<file path="config.mk">
export PLATFORM = sky130hd
export DESIGN_NAME = ac_ctrl_seq
export DESIGN_NICKNAME = d
export VERILOG_FILES = /design/src/rtl/ac_ctrl_seq.sv
export SDC_FILE = /design/constraint.sdc
export NUM_CORES = 1
export LEC_CHECK = 0
export BUFFER_PORTS_ARGS = -buffer_cell sky130_fd_sc_hd__buf_2
export CORE_UTILIZATION = 25
export DETAILED_ROUTE_END_ITERATION = 8
export GPL_TIMING_DRIVEN = 1
export PLACE_DENSITY = 0.44
export SKIP_LAST_GASP = 1
export SLEW_MARGIN = 20
export SYNTH_ARGS = -nofsm -noshare
export SYNTH_HDL_FRONTEND = slang
export SYNTH_SLANG_ARGS = --single-unit
</file>
<file path="constraint.sdc">
create_clock -name clk_i -period 3.81 [get_ports clk_i]
set_input_delay 0.1905 -clock clk_i [delete_from_list [all_inputs] [get_ports clk_i]]
set_output_delay 0.1905 -clock clk_i [all_outputs]
set_load 0.02 [all_outputs]
</file>
<file path="src/rtl/ac_ctrl_seq.sv">
// ---------------------------------------------------------------------------
// ac_ctrl_seq -- fetch/decode/execute sequencer for the accumulator datapath.
//
// Runs one instruction at a time from a start pulse until ENDOP (HALT), or
// until a memory access is not acknowledged within TIMEOUT wait cycles
// (ERROR). Both terminal states are left only through rst_i.
//
// Ports
//   clk_i          system clock, rising edge
//   rst_i          asynchronous, active-high reset
//   start_i        one-cycle pulse, begins execution from IDLE
//   opcode_i       current IR contents (latched internally in F3)
//   z_flag_i       ALU zero flag, sampled only in DEC
//   mem_ready_i    memory access complete, sampled in every wait cycle
//   mem_read_o     memory read request
//   mem_write_o    memory write request
//   read_en_o      bus source: 0 none, 1 mem, 2 PC, 3 IR, 4 R, 13 AC
//   ar_load_o      AR loads from bus
//   ir_load_o      IR loads from bus
//   pc_inc_o       PC increments
//   pc_load_o      PC loads from bus
//   r_load_o       R loads from bus
//   ac_write_en_o  AC loads from bus
//   ac_inc_en_o    AC increments
//   ac_clr_en_o    AC clears
//   alu_to_ac_o    AC loads from ALU output
//   alu_op_o       ALU op: 0 pass, 1 add, 2 sub
//   busy_o         high in every state except IDLE, HALT, ERROR
//   done_o         one-cycle pulse on entry to HALT
//   err_o          held high while in ERROR
//
// All outputs come from a register bank loaded with the decode of the next
// state. The three strobes that must coincide with the mem_ready sample
// (ir_load, the LDAC ac_write_en and the jump pc_load) are a registered
// "armed" flag gated with mem_ready_i, so they fire in the very cycle the
// access completes and are forced low by reset together with everything else.
// ---------------------------------------------------------------------------
module ac_ctrl_seq #(
    parameter int OPW     = 8,
    parameter int TIMEOUT = 16
) (
    input  logic           clk_i,
    input  logic           rst_i,
    input  logic           start_i,
    input  logic [OPW-1:0] opcode_i,
    input  logic           z_flag_i,
    input  logic           mem_ready_i,
    output logic           mem_read_o,
    output logic           mem_write_o,
    output logic [3:0]     read_en_o,
    output logic           ar_load_o,
    output logic           ir_load_o,
    output logic           pc_inc_o,
    output logic           pc_load_o,
    output logic           r_load_o,
    output logic           ac_write_en_o,
    output logic           ac_inc_en_o,
    output logic           ac_clr_en_o,
    output logic           alu_to_ac_o,
    output logic [1:0]     alu_op_o,
    output logic           busy_o,
    output logic           done_o,
    output logic           err_o
);

    localparam int            CW      = $clog2(TIMEOUT + 1);
    localparam logic [CW-1:0] CNT_MAX = CW'(TIMEOUT);

    localparam logic [3:0] RE_NONE = 4'd0;
    localparam logic [3:0] RE_MEM  = 4'd1;
    localparam logic [3:0] RE_PC   = 4'd2;
    localparam logic [3:0] RE_R    = 4'd4;
    localparam logic [3:0] RE_AC   = 4'd13;

    localparam logic [OPW-1:0] OP_NOP   = OPW'(8'h00);
    localparam logic [OPW-1:0] OP_LDAC  = OPW'(8'h01);
    localparam logic [OPW-1:0] OP_STAC  = OPW'(8'h02);
    localparam logic [OPW-1:0] OP_CLAC  = OPW'(8'h03);
    localparam logic [OPW-1:0] OP_INAC  = OPW'(8'h04);
    localparam logic [OPW-1:0] OP_ADD   = OPW'(8'h05);
    localparam logic [OPW-1:0] OP_SUB   = OPW'(8'h06);
    localparam logic [OPW-1:0] OP_MVACR = OPW'(8'h07);
    localparam logic [OPW-1:0] OP_MVRAC = OPW'(8'h08);
    localparam logic [OPW-1:0] OP_JUMP  = OPW'(8'h09);
    localparam logic [OPW-1:0] OP_JMPZ  = OPW'(8'h0A);
    localparam logic [OPW-1:0] OP_ENDOP = OPW'(8'hFF);

    typedef enum logic [3:0] {
        S_IDLE  = 4'd0,
        S_F1    = 4'd1,
        S_F2    = 4'd2,
        S_F3    = 4'd3,
        S_DEC   = 4'd4,
        S_X1    = 4'd5,
        S_X2    = 4'd6,
        S_X3    = 4'd7,
        S_HALT  = 4'd8,
        S_ERROR = 4'd9
    } state_t;

    typedef struct packed {
        logic       mem_read;
        logic       mem_write;
        logic [3:0] read_en;
        logic       ar_load;
        logic       ir_arm;     // ir_load once mem_ready arrives
        logic       pc_inc;
        logic       jp_arm;     // pc_load once mem_ready arrives
        logic       r_load;
        logic       ac_write;
        logic       ld_arm;     // ac_write_en once mem_ready arrives
        logic       ac_inc;
        logic       ac_clr;
        logic       alu_to_ac;
        logic [1:0] alu_op;
        logic       busy;
        logic       done;
        logic       err;
    } ctl_t;

    state_t         state_q, state_d;
    logic [OPW-1:0] op_q, op_d;
    logic [CW-1:0]  cnt_q, cnt_d, cnt_inc_s;
    ctl_t           ctl_q, ctl_d;

    // Saturating increment of the wait counter.
    assign cnt_inc_s = (cnt_q == CNT_MAX) ? cnt_q : (cnt_q + CW'(1));

    // The opcode is captured on the F3 -> DEC edge; the output decode for DEC
    // needs it at that same edge, hence the bypass.
    assign op_d = (state_q == S_F3) ? opcode_i : op_q;

    // Next-state and wait-counter logic.
    always_comb begin
        state_d = state_q;
        cnt_d   = cnt_q;
        case (state_q)
            S_IDLE: begin
                if (start_i) begin
                    state_d = S_F1;
                end else begin
                    state_d = S_IDLE;
                end
            end
            S_F1: begin
                state_d = S_F2;
                cnt_d   = {CW{1'b0}};
            end
            S_F2, S_X2: begin
                // Completion wins over a timeout landing in the same cycle.
                if (mem_ready_i) begin
                    state_d = (state_q == S_F2) ? S_F3 : S_F1;
                end else begin
                    cnt_d   = cnt_inc_s;
                    state_d = (cnt_inc_s == CNT_MAX) ? S_ERROR : state_q;
                end
            end
            S_F3: begin
                state_d = S_DEC;
            end
            S_DEC: begin
                case (op_q)
                    OP_LDAC, OP_STAC, OP_JUMP: state_d = S_X1;
                    OP_JMPZ:  state_d = z_flag_i ? S_X1 : S_X3;
                    OP_ENDOP: state_d = S_HALT;
                    default:  state_d = S_F1;
                endcase
            end
            S_X1: begin
                state_d = S_X2;
                cnt_d   = {CW{1'b0}};
            end
            S_X3:    state_d = S_F1;
            S_HALT:  state_d = S_HALT;
            S_ERROR: state_d = S_ERROR;
            default: state_d = S_IDLE;
        endcase
    end

    // Output decode of the state being entered, loaded into ctl_q.
    always_comb begin
        ctl_d = '0;
        case (state_d)
            S_F1, S_X1: begin
                ctl_d.read_en = RE_PC;
                ctl_d.ar_load = 1'b1;
            end
            S_F2: begin
                ctl_d.mem_read = 1'b1;
                ctl_d.read_en  = RE_MEM;
                ctl_d.ir_arm   = 1'b1;
            end
            S_F3, S_X3: begin
                ctl_d.pc_inc = 1'b1;
            end
            S_DEC: begin
                case (op_d)
                    OP_CLAC: ctl_d.ac_clr = 1'b1;
                    OP_INAC: ctl_d.ac_inc = 1'b1;
                    OP_ADD: begin
                        ctl_d.alu_op    = 2'd1;
                        ctl_d.alu_to_ac = 1'b1;
                    end
                    OP_SUB: begin
                        ctl_d.alu_op    = 2'd2;
                        ctl_d.alu_to_ac = 1'b1;
                    end
                    OP_MVACR: begin
                        ctl_d.read_en = RE_AC;
                        ctl_d.r_load  = 1'b1;
                    end
                    OP_MVRAC: begin
                        ctl_d.read_en  = RE_R;
                        ctl_d.ac_write = 1'b1;
                    end
                    OP_NOP:  ctl_d.read_en = RE_NONE;
                    default: ctl_d.read_en = RE_NONE;
                endcase
            end
            S_X2: begin
                case (op_d)
                    OP_LDAC: begin
                        ctl_d.mem_read = 1'b1;
                        ctl_d.read_en  = RE_MEM;
                        ctl_d.ld_arm   = 1'b1;
                    end
                    OP_STAC: begin
                        ctl_d.mem_write = 1'b1;
                        ctl_d.read_en   = RE_AC;
                    end
                    OP_JUMP, OP_JMPZ: begin
                        ctl_d.mem_read = 1'b1;
                        ctl_d.read_en  = RE_MEM;
                        ctl_d.jp_arm   = 1'b1;
                    end
                    default: ctl_d.read_en = RE_NONE;
                endcase
            end
            S_HALT:  ctl_d.done = (state_q != S_HALT);
            S_ERROR: ctl_d.err  = 1'b1;
            default: ctl_d.read_en = RE_NONE;
        endcase
        ctl_d.busy = (state_d != S_IDLE) && (state_d != S_HALT) && (state_d != S_ERROR);
    end

    // State, latched opcode, wait counter and output registers.
    always_ff @(posedge clk_i or posedge rst_i) begin
        if (rst_i) begin
            state_q <= S_IDLE;
            op_q    <= {OPW{1'b0}};
            cnt_q   <= {CW{1'b0}};
            ctl_q   <= '0;
        end else begin
            state_q <= state_d;
            op_q    <= op_d;
            cnt_q   <= cnt_d;
            ctl_q   <= ctl_d;
        end
    end

    assign mem_read_o    = ctl_q.mem_read;
    assign mem_write_o   = ctl_q.mem_write;
    assign read_en_o     = ctl_q.read_en;
    assign ar_load_o     = ctl_q.ar_load;
    assign ir_load_o     = ctl_q.ir_arm & mem_ready_i;
    assign pc_inc_o      = ctl_q.pc_inc;
    assign pc_load_o     = ctl_q.jp_arm & mem_ready_i;
    assign r_load_o      = ctl_q.r_load;
    assign ac_write_en_o = ctl_q.ac_write | (ctl_q.ld_arm & mem_ready_i);
    assign ac_inc_en_o   = ctl_q.ac_inc;
    assign ac_clr_en_o   = ctl_q.ac_clr;
    assign alu_to_ac_o   = ctl_q.alu_to_ac;
    assign alu_op_o      = ctl_q.alu_op;
    assign busy_o        = ctl_q.busy;
    assign done_o        = ctl_q.done;
    assign err_o         = ctl_q.err;

endmodule
</file>
==> reports/metrics.csv, run 1 <==
stage,metric,value,unit
placed_design,dp.cells,300,
cts,clockRootBuffer,clkbuf_8,
timing,hold_violations,14,
cts,hold_buffers,0,
final_layout,layout_commonest_cell,dfrtp_1,
floorplan,initial_utilization,25.8,%
floorplan,pin_count,33,
power,power_leakage,1.05,nW
job,drv_cap,0,
worst_setup_path,path_max_fanout,9,
timing,setup_viol,0,
placed_design,gp_routability_congestion,0.761,
final_layout,fin_cells,308,
final_layout,diodes,0,
cts,cts_setup_buffers,0,
cts,clkSinkCount,38,
worst_setup_path,crit_type,reg -> reg,
final_layout,num-fill-cells,780,
power,power_density,721,nW/um2
worst_setup_path,cp.arrival,2.53,ns
timing,finalCritPeriodShare,61.6,%
logic_synthesis,ys_seq_area_share,50.8,%
global_routing,grt-ovfl-total,0,
worst_setup_path,cp-start-kind,flip-flop,
floorplan,die_x,88.5,um
final_layout,area_delta_synth_final,18.8,%
logic_synthesis,ys_warn_count,0,
worst_setup_path,worstSetupEndpointType,flip-flop,
power,p_total,0.00160,W
detailed_routing,post-route-drc-count,0,
worst_setup_path,r2r_slack,1.46,ns
cts,cts_max_path_buffers,2,
final_layout,final_cell_mix,"38 x dfrtp_1, 32 x buf_2, 15 x nand2_1, 15 x nor2_1",
floorplan,fp.dieH,88.5,um
timing,max_slew.worst_pin.slew,0.534,ns
worst_setup_path,required,3.99,ns
detailed_routing,routed_via_density,4.50,
cts,cts_buffers,5,
cts,cts_tree,built,
placed_design,place.detailed.hpwl,3040,um
detailed_routing,wire_per_inst,13.6,um
global_routing,first_global_vias,1365,
min_path,worst_hold_path_type,in -> async,
global_routing,grt_most_used_layer,met2,
timing,final.setup.tns,0,ns
power,ir_drop,0.200,mV
status,status,"complete, but fails checks",
timing,hold_ws,-0.00966,ns
timing,min_period,2.35,ns
cts,cts_resized,0,
detailed_routing,ant_nets,0,
logic_synthesis,avgSynthCellArea,10.3,um2
detailed_routing,totalWireLength,4190,um
logic_synthesis,synth-main-ff-cell,dfrtp_1,
timing,finClkSkew,0.00787,ns
logic_synthesis,synth_cells,181,
timing,clock.fmax,0.426,GHz
logic_synthesis,syn_area,1870,um2
timing,drv_slew,0,
detailed_routing,drtIter0Drc,102,
detailed_routing,drtPass1Iterations,4,
final_layout,drive_gt1_share,26.3,%
global_routing,grt_pass1_wl,7010,um
global_routing,met2_usage,18.9,%
logic_synthesis,yosysUniqueCellTypes,45,
status,violations,negative hold slack,
timing,rsz0062_at_grt,no,
placed_design,numPortBuffers,32,
global_routing,grt_use_total,12.0,%
final_layout,final_util,30.6,%
cts,clkTransAtPathRegs,0.09,ns
timing,slew_headroom,64.0,%
detailed_routing,num_vias,1386,
logic_synthesis,synthArstFlopShare,100,%
global_routing,met3_usage,2.80,%
global_routing,grt_antenna_before_repair,0,
floorplan,dieArea,7830,um2
floorplan,rows,31,
logic_synthesis,synth_edf_count,0,
logic_synthesis,synth_fp_nets,196,
logic_synthesis,ys_ff_latch,38,
floorplan,core,7250,um2
cts,htree_levels,2,
global_routing,grt_max_degree,39,
global_routing,grtUsageMet1,15.7,%
cts,clock_latency,0.30,ns
final_layout,final_net_count,223,
[sequential cells by signal, summed over array words and instances, names as in the netlist, 2 cells and up]
signal     flops
alu_op_o       2
cnt_q          5
ctl_q          4
op_q           8
read_en_o      4
state_q        4
[synth_stat cells, types with 2 or more instances]
| master | count | area share (%) |
|---|---|---|
| xor2_1 | 2 | 0.94 |
| o22ai_1 | 2 | 0.67 |
| o21ai_0 | 11 | 2.9 |
| o41ai_1 | 2 | 0.94 |
| a21o_1 | 2 | 0.80 |
| ha_1 | 2 | 1.3 |
| inv_1 | 11 | 2.2 |
| nand4_1 | 4 | 1.3 |
| and2_1 | 4 | 1.3 |
| mux2_2 | 6 | 3.6 |
| dfrtp_1 | 38 | 51 |
| nand2_1 | 15 | 3.0 |
| clkbuf_1 | 4 | 0.80 |
| mux2i_1 | 4 | 2.1 |
| nor3_1 | 7 | 1.9 |
| buf_2 | 2 | 0.54 |
| nor2_1 | 15 | 3.0 |
| buf_4 | 7 | 2.8 |
| nand2b_1 | 3 | 1.0 |
| nor4_1 | 4 | 1.3 |
| a21oi_1 | 5 | 1.3 |
| nand3_1 | 4 | 1.1 |
| a31oi_1 | 2 | 0.67 |
| or3_1 | 3 | 1.0 |
| o21bai_1 | 2 | 0.80 |
[metal layers]
layer  vias up  wire length, um
met3         5              146
li1        684                -
met1       675             2060
met4         0               75
met5         -                0
met2        22             1910
[kinds of logic after synthesis]
kind of cell / count (synthesis) / synth area share (%)
multiplexers: 10 / 5.75
AO/OA/AOI/OAI: 35 / 14.7
adder cells (fa/ha/maj): 2 / 1.34
buffers and inverters: 24 / 6.35
flip-flops: 38 / 50.8
XOR/XNOR: 3 / 1.40
AND/OR/NAND/NOR: 69 / 19.6
[through the flow]
step	setup WS [ns]	cell area, um2
after global routing	1.21	2220
final	1.46	2220
after detailed placement	1.48	2080
after CTS	1.46	2220
after global placement	1.53	2080
after floorplan	1.73	1870
[final timing paths]
| kind | startpoint | to | cells past startpoint |
|---|---|---|---|
| worst max register to register | cnt_q[0]$_DFFE_PP0P_ | busy_o$_DFF_PP0_ | 8 |
| worst max-delay path | cnt_q[0]$_DFFE_PP0P_ | busy_o$_DFF_PP0_ | 8 |
| max in group asynchronous | rst_i | state_q[3]$_DFF_PP0_ | 3 |
| worst min register to register | op_q[7]$_DFF_PP0_ | op_q[7]$_DFF_PP0_ | 1 |
| min in group clk_i | opcode_i[1] | ac_inc_en_o$_DFF_PP0_ | 2 |
| worst min-delay path | rst_i | cnt_q[0]$_DFFE_PP0P_ | 3 |
[power by group]
part | internal (W) | total [W] | switching (W)
Clock | 0.000262 | 0.000420 | 0.000157
Sequential | 0.000506 | 0.000618 | 0.000112
Combinational | 0.000219 | 0.000563 | 0.000344
Total | 0.000988 | 0.00160 | 0.000614
[worst max-delay path, stage by stage (launching register included)]
cell	delay, ns
dfrtp_1	0.48
inv_1	0.09
ha_1	0.22
nand2_1	0.10
nor4b_1	0.42
o32ai_4	0.18
a32oi_2	0.45
nor2b_1	0.20
o21bai_1	0.08
[cell type report]
cell class,count,area [um2],share of cell area [%]
Tap cell,99,124,5.57
Sequential cell,38,951,42.8
Clock buffer,5,68.8,3.10
Timing Repair Buffer,33,168,7.55
Multi-Input combinational cell,119,801,36.0
Inverter,11,41.3,1.86
Clock inverter,3,68.8,3.10
Power figures use the tool's default switching activity.
==> inputs of run 2 (changes only) <==
- PLACE_DENSITY: 0.44 -> 0.45
- clock period: 3.81 -> 2.1 ns (I/O delays scaled with it)
==> run 2 against run 1 <==
The flow now finishes without violations. Clock skew is 0.0063 ns higher. Sequential power is 72% higher. Fmax is 13% higher.
==> reports/metrics.csv, run 2 (synthesized netlist as in run 1, its figures left out) <==
stage,metric,value,unit,change
status,status,"finished, final reports clean",,
placed_design,place.detailed.hpwl,3170,um,+4.5%
global_routing,first_global_vias,1481,,+8.5%
floorplan,core,7250,um2,unchanged
placed_design,numPortBuffers,32,,unchanged
placed_design,gp_routability_congestion,0.773,,+1.6%
worst_setup_path,worstSetupEndpointType,flip-flop,,
placed_design,post-place-ws,-0.0802,ns,-1.56 ns
timing,hold_violations,0,,-14
worst_setup_path,cp.arrival,2.28,ns,-0.25 ns
floorplan,dieArea,7830,um2,unchanged
timing,min_period,2.09,ns,-0.261 ns
worst_setup_path,reg2reg_to,busy_o$_DFF_PP0_,,
final_layout,final_net_count,250,,+12%
timing,setup_ws,0.0130,ns,-1.45 ns
detailed_routing,drtIter0Drc,44,,-57%
final_layout,final_cell_mix,"37 x dfrtp_1, 32 x buf_2, 22 x buf_4",,
cts,clock_latency,0.30,ns,about the same
timing,finalCritPeriodShare,99.4,%,+38 points
cts,cts_buffers,5,,unchanged
min_path,worst_hold_path_type,in -> reg,,
final_layout,layout_commonest_cell,dfrtp_1,,
job,drv_cap,0,,unchanged
global_routing,grtUsageMet1,15.7,%,-0.076 points
cts,clkTransAtPathRegs,0.09,ns,about the same
min_path,hold_depth,2,,
global_routing,grt_pass1_wl,7040,um,+0.40%
timing,finClkSkew,0.0142,ns,+0.00633 ns
cts,cts_tree,built,,
cts,cts_max_path_buffers,2,,unchanged
timing,max_slew.worst_pin.slew,0.491,ns,-0.0431 ns
final_layout,reg_top3,"op_q: 8 flops, cnt_q: 5 flops",,
worst_setup_path,critPathLaunch,cnt_q[1]$_DFFE_PP0P_,,
min_path,hp-start,opcode_i[0],,
detailed_routing,drtPass1Iterations,4,,unchanged
power,power_leakage,1.21,nW,+16%
final_layout,area_delta_synth_final,36.6,%,
timing,rsz0062_at_grt,yes,,
global_routing,grt-ovfl-total,0,,unchanged
final_layout,largest_reg_flops,8,,unchanged
worst_setup_path,required,2.29,ns,-1.70 ns
floorplan,fp.dieH,88.5,um,unchanged
worst_setup_path,path_max_fanout,5,,-4
power,ir_drop,0.512,mV,+160%
global_routing,grt_antenna_before_repair,0,,unchanged
final_layout,drive_gt1_share,40.7,%,+14 points
floorplan,die_x,88.5,um,unchanged
floorplan,rows,31,,unchanged
floorplan,initial_utilization,25.8,%,unchanged
final_layout,top_register,op_q,,
worst_setup_path,rr_startpoint,cnt_q[1]$_DFFE_PP0P_,,
final_layout,diodes,0,,unchanged
power,p_total,0.00337,W,+110%
worst_setup_path,worst-r2r-cell-count,8,,unchanged
timing,clock.fmax,0.479,GHz,+13%
timing,slew_headroom,67.3,%,+3.3 points
detailed_routing,post-route-drc-count,0,,unchanged
global_routing,grt_most_used_layer,met2,,
timing,final.setup.tns,0,ns,unchanged
detailed_routing,wire_per_inst,12.9,um,-5.4%
worst_setup_path,r2r_slack,0.01,ns,-1.45 ns
cts,clkSinkCount,38,,unchanged
worst_setup_path,cp-start-kind,flip-flop,,
detailed_routing,totalWireLength,4310,um,+2.9%
detailed_routing,ant_nets,0,,unchanged
power,power_density,1320,nW/um2,+83%
cts,htree_levels,2,,unchanged
timing,setup_viol,0,,unchanged
worst_setup_path,crit_type,reg -> reg,,
global_routing,met3_usage,2.89,%,+0.093 points
global_routing,grt_max_degree,39,,unchanged
cts,clockRootBuffer,clkbuf_8,,
detailed_routing,num_vias,1471,,+6.1%
floorplan,pin_count,33,,unchanged
min_path,hold_path_end,ac_inc_en_o$_DFF_PP0_,,
detailed_routing,routed_via_density,4.39,,-2.4%
global_routing,met2_usage,19.5,%,+0.63 points
timing,drv_slew,0,,unchanged
global_routing,grt_use_total,12.0,%,about the same
run 2: cell count changes in the layout (fill, tap and decap cells not counted), sizes merged:
cell         previous run  this run
buf                    33        59
dlygate4sd3             0         1
run 2: cell type report:
| class | instances | area (um2) |
|---|---|---|
| timing repair buffer | 60 | 392 |
| fill | 754 | 4700 |
| inverter | 11 | 41.3 |
| tap | 99 | 124 |
| clock buffer | 5 | 68.8 |
| clock inverter | 3 | 68.8 |
| sequential | 38 | 952 |
| multi-input combinational | 119 | 908 |
run 2: through the flow:
step	hold slack, ns	cells	utilization (%)	area, um2
after global placement	0.260	321	30.9	2240
after detailed placement	0.262	321	30.9	2240
after floorplan	0.176	181	-	1870
final	0.0223	335	35.2	2550
after CTS	0.0187	333	33.7	2450
after global routing	0.0250	335	35.2	2550
run 2: where the power goes:
part / internal [W] / switching [W]
Clock: 0.000476 / 0.000284
Combinational: 0.000738 / 0.000815
Sequential: 0.000921 / 0.000135
run 2: how the worst max path moves through the flow:
stage | to | slack, ns | depth (start not counted)
after floorplan | busy_o$_DFF_PP0_ | 0.02 | 8
after global placement | read_en_o[3]$_DFF_PP0_ | -0.02 | 9
after detailed placement | read_en_o[3]$_DFF_PP0_ | -0.08 | 9
after CTS | read_en_o[3]$_DFF_PP0_ | -0.009 | 8
after global routing | busy_o$_DFF_PP0_ | -0.06 | 8
final | busy_o$_DFF_PP0_ | 0.01 | 8
run 2: repair_timing:
item                       CTS  global route
hold buffers                 1             0
setup endpoints to repair    7            12
hold endpoints to repair    38             0
pin swaps                    3             7
resized for setup            5            22
setup buffers                3             3
run 2: critical path, stage by stage, from the launching register on:
cell and delay [ns]:
dfrtp_2 0.46, buf_6 0.13, ha_4 0.16, a2111oi_4 0.39, o32ai_4 0.17, a32oi_2 0.34, buf_4 0.17, nor2b_4 0.11
o21bai_1 0.06
run 2: layer usage:
layer	part of all wire, %	up-vias	wire, um
met3	3.1	5	134
li1	-	742	-
met4	1.2	0	51
met1	48	704	2060
met2	48	20	2070
met5	0	-	0
==> inputs of run 3 (changes only) <==
- RECOVER_POWER: default -> 25
==> run 3 against run 2 <==
Power barely moved. Worst hold slack improved by 0.0017 ns. Non-clock buffer count unchanged. Final cell count unchanged. Register-to-register slack barely moved. Combinational power about the same. Largest cell class unchanged. First-iteration DRC count stayed put. Die area did not move. Design area shrank 0.15%. Clock skew unchanged.
==> reports/metrics.csv, run 3 (synthesized netlist as in run 1, its figures left out) <==
stage,metric,value,unit,change
placed_design,post-place-ws,-0.0802,ns,unchanged
final_layout,seq_area,952,um2,unchanged
floorplan,core,7250,um2,unchanged
timing,setup_viol,0,,unchanged
global_routing,grt_use_total,12.0,%,unchanged
timing,max_slew.worst_pin.slew,0.957,ns,+0.466 ns
detailed_routing,post-route-drc-count,0,,unchanged
floorplan,die_x,88.5,um,unchanged
detailed_routing,drtIter0Drc,44,,unchanged
final_layout,largest_reg_flops,8,,unchanged
global_routing,grt_max_degree,39,,unchanged
worst_setup_path,required,2.29,ns,about the same
final_layout,fin_cells,335,,unchanged
floorplan,pin_count,33,,unchanged
timing,rsz0062_at_grt,yes,,
global_routing,grt-ovfl-total,0,,unchanged
worst_setup_path,cp.arrival,2.28,ns,about the same
detailed_routing,wire_per_inst,12.9,um,about the same
final_layout,area_delta_synth_final,36.4,%,
final_layout,drive_gt1_share,40.3,%,-0.42 points
worst_setup_path,worstSetupEndpoint,busy_o$_DFF_PP0_,,
cts,cts_tree,built,,
global_routing,first_global_vias,1481,,unchanged
min_path,hold_depth,2,,unchanged
placed_design,place.detailed.hpwl,3170,um,unchanged
timing,hold_violations,0,,unchanged
worst_setup_path,reg2reg_to,busy_o$_DFF_PP0_,,
power,ir_drop,0.512,mV,about the same
worst_setup_path,worst-r2r-cell-count,8,,unchanged
detailed_routing,routed_via_density,4.39,,-0.14%
final_layout,final_net_count,250,,unchanged
cts,cts_max_path_buffers,2,,unchanged
cts,clock_latency,0.30,ns,about the same
cts,clkSinkCount,38,,unchanged
final_layout,diodes,0,,unchanged
worst_setup_path,rr_startpoint,cnt_q[1]$_DFFE_PP0P_,,
final_layout,design_area,2550,um2,-0.15%
worst_setup_path,r2r_slack,0.01,ns,about the same
timing,drv_slew,0,,unchanged
detailed_routing,ant_nets,0,,unchanged
final_layout,multi_input_area,908,um2,unchanged
floorplan,dieArea,7830,um2,unchanged
floorplan,initial_utilization,25.8,%,unchanged
placed_design,dp.cells,321,,unchanged
job,drv_cap,0,,unchanged
final_layout,reg_top3,"op_q: 8 flops, cnt_q: 5 flops",,
detailed_routing,totalWireLength,4310,um,about the same
floorplan,fp.dieH,88.5,um,unchanged
floorplan,rows,31,,unchanged
global_routing,grt_antenna_before_repair,0,,unchanged
placed_design,numPortBuffers,32,,unchanged
worst_setup_path,path_max_fanout,5,,unchanged
power,power_leakage,1.21,nW,-0.42%
timing,slew_headroom,36.2,%,-31 points
status,status,"finished, final reports clean",,
power,power_density,1320,nW/um2,about the same
timing,finalCritPeriodShare,99.4,%,about the same
placed_design,place_area,2240,um2,unchanged
timing,min_period,2.09,ns,-0.000000200 ns
final_layout,num-fill-cells,753,,-0.13%
final_layout,layout_commonest_cell,dfrtp_1,,
min_path,worst_hold_path_type,in -> reg,,
timing,clock.fmax,0.479,GHz,unchanged
worst_setup_path,critPathLaunch,cnt_q[1]$_DFFE_PP0P_,,
final_layout,top_register,op_q,,
final_layout,final_cell_mix,"37 x dfrtp_1, 31 x buf_2, 21 x buf_4",,
detailed_routing,drtPass1Iterations,4,,unchanged
cts,cts_buffers,5,,unchanged
global_routing,grt_pass1_wl,7040,um,unchanged
worst_setup_path,crit_type,reg -> reg,,
timing,setup_ws,0.0130,ns,+0.000000200 ns
placed_design,gp_routability_congestion,0.773,,unchanged
worst_setup_path,worstSetupEndpointType,flip-flop,,
worst_setup_path,cp-start-kind,flip-flop,,
cts,clkTransAtPathRegs,0.09,ns,about the same
timing,finClkSkew,0.0142,ns,unchanged
cts,clockRootBuffer,clkbuf_8,,
detailed_routing,num_vias,1469,,-0.14%
cts,htree_levels,2,,unchanged
-- run 3: cell count changes in the layout (fill, tap and decap cells not counted), sizes merged --
cell	previous run	this run
buf	59	57
clkbuf	5	7
-- run 3: layout make-up --
cell class | count | share of cell area [%]
clock inverter | 3 | 2.70
timing repair buffer | 60 | 15.2
clock buffer | 5 | 2.70
sequential | 38 | 37.3
inverter | 11 | 1.62
tap | 99 | 4.86
multi-input combinational | 119 | 35.6
-- run 3: through the flow --
stage | hold slack (ns) | setup TNS (ns) | power (W) | util [%]
3_3_place_gp | 0.260 | -0.0337 | 0.00236 | 30.9
3_5_place_dp | 0.262 | -0.206 | 0.00235 | 30.9
5_1_grt | 0.0250 | -0.154 | 0.00361 | 35.2
2_1_floorplan | 0.176 | 0 | 0.00190 | -
6_report | 0.0240 | 0 | 0.00337 | 35.2
4_1_cts | 0.0187 | -0.0214 | 0.00319 | 33.7
-- run 3: how the worst min path moves through the flow --
stage	startpoint	to	slack, ns
2_1_floorplan	opcode_i[1]	ac_inc_en_o$_DFF_PP0_	0.18
3_3_place_gp	rst_i	read_en_o[0]$_DFF_PP0_	0.26
3_5_place_dp	rst_i	read_en_o[0]$_DFF_PP0_	0.26
4_1_cts	opcode_i[0]	ac_inc_en_o$_DFF_PP0_	0.02
5_1_grt	opcode_i[0]	ac_inc_en_o$_DFF_PP0_	0.03
6_report	opcode_i[0]	ac_inc_en_o$_DFF_PP0_	0.02
-- run 3: routing by layer --
| metal | part of all wire, % | global-route usage, % | wire length [um] | vias up |
|---|---|---|---|---|
| met4 | 1.2 | 3.96 | 51 | 0 |
| met2 | 48 | 19.5 | 2060 | 20 |
| met1 | 48 | 15.7 | 2070 | 702 |
| met3 | 3.1 | 2.89 | 134 | 5 |
| li1 | - | - | - | 742 |
| met5 | 0 | 0 | 0 | - |
-- run 3: what timing repair did --
item | in CTS | in global routing
hold endpoints to repair | 38 | 0
setup buffers | 3 | 3
hold buffers | 1 | 0
pin swaps | 3 | 7
endpoints found under the setup margin | 7 | 12
resized for setup | 5 | 22
-- run 3: worst max-delay path, stage by stage (launching register included) --
cell,delay (ns)
dfrtp_2,0.46
buf_6,0.13
ha_4,0.16
a2111oi_4,0.39
o32ai_4,0.17
a32oi_2,0.34
buf_4,0.17
nor2b_4,0.11
o21bai_1,0.06
-- run 3: power breakdown --
group / total, W / switching, W / internal [W]
sequential: 0.00106 / 0.000135 / 0.000921
combinational: 0.00155 / 0.000815 / 0.000737
clock: 0.000758 / 0.000282 / 0.000476
total: 0.00337 / 0.00123 / 0.00213
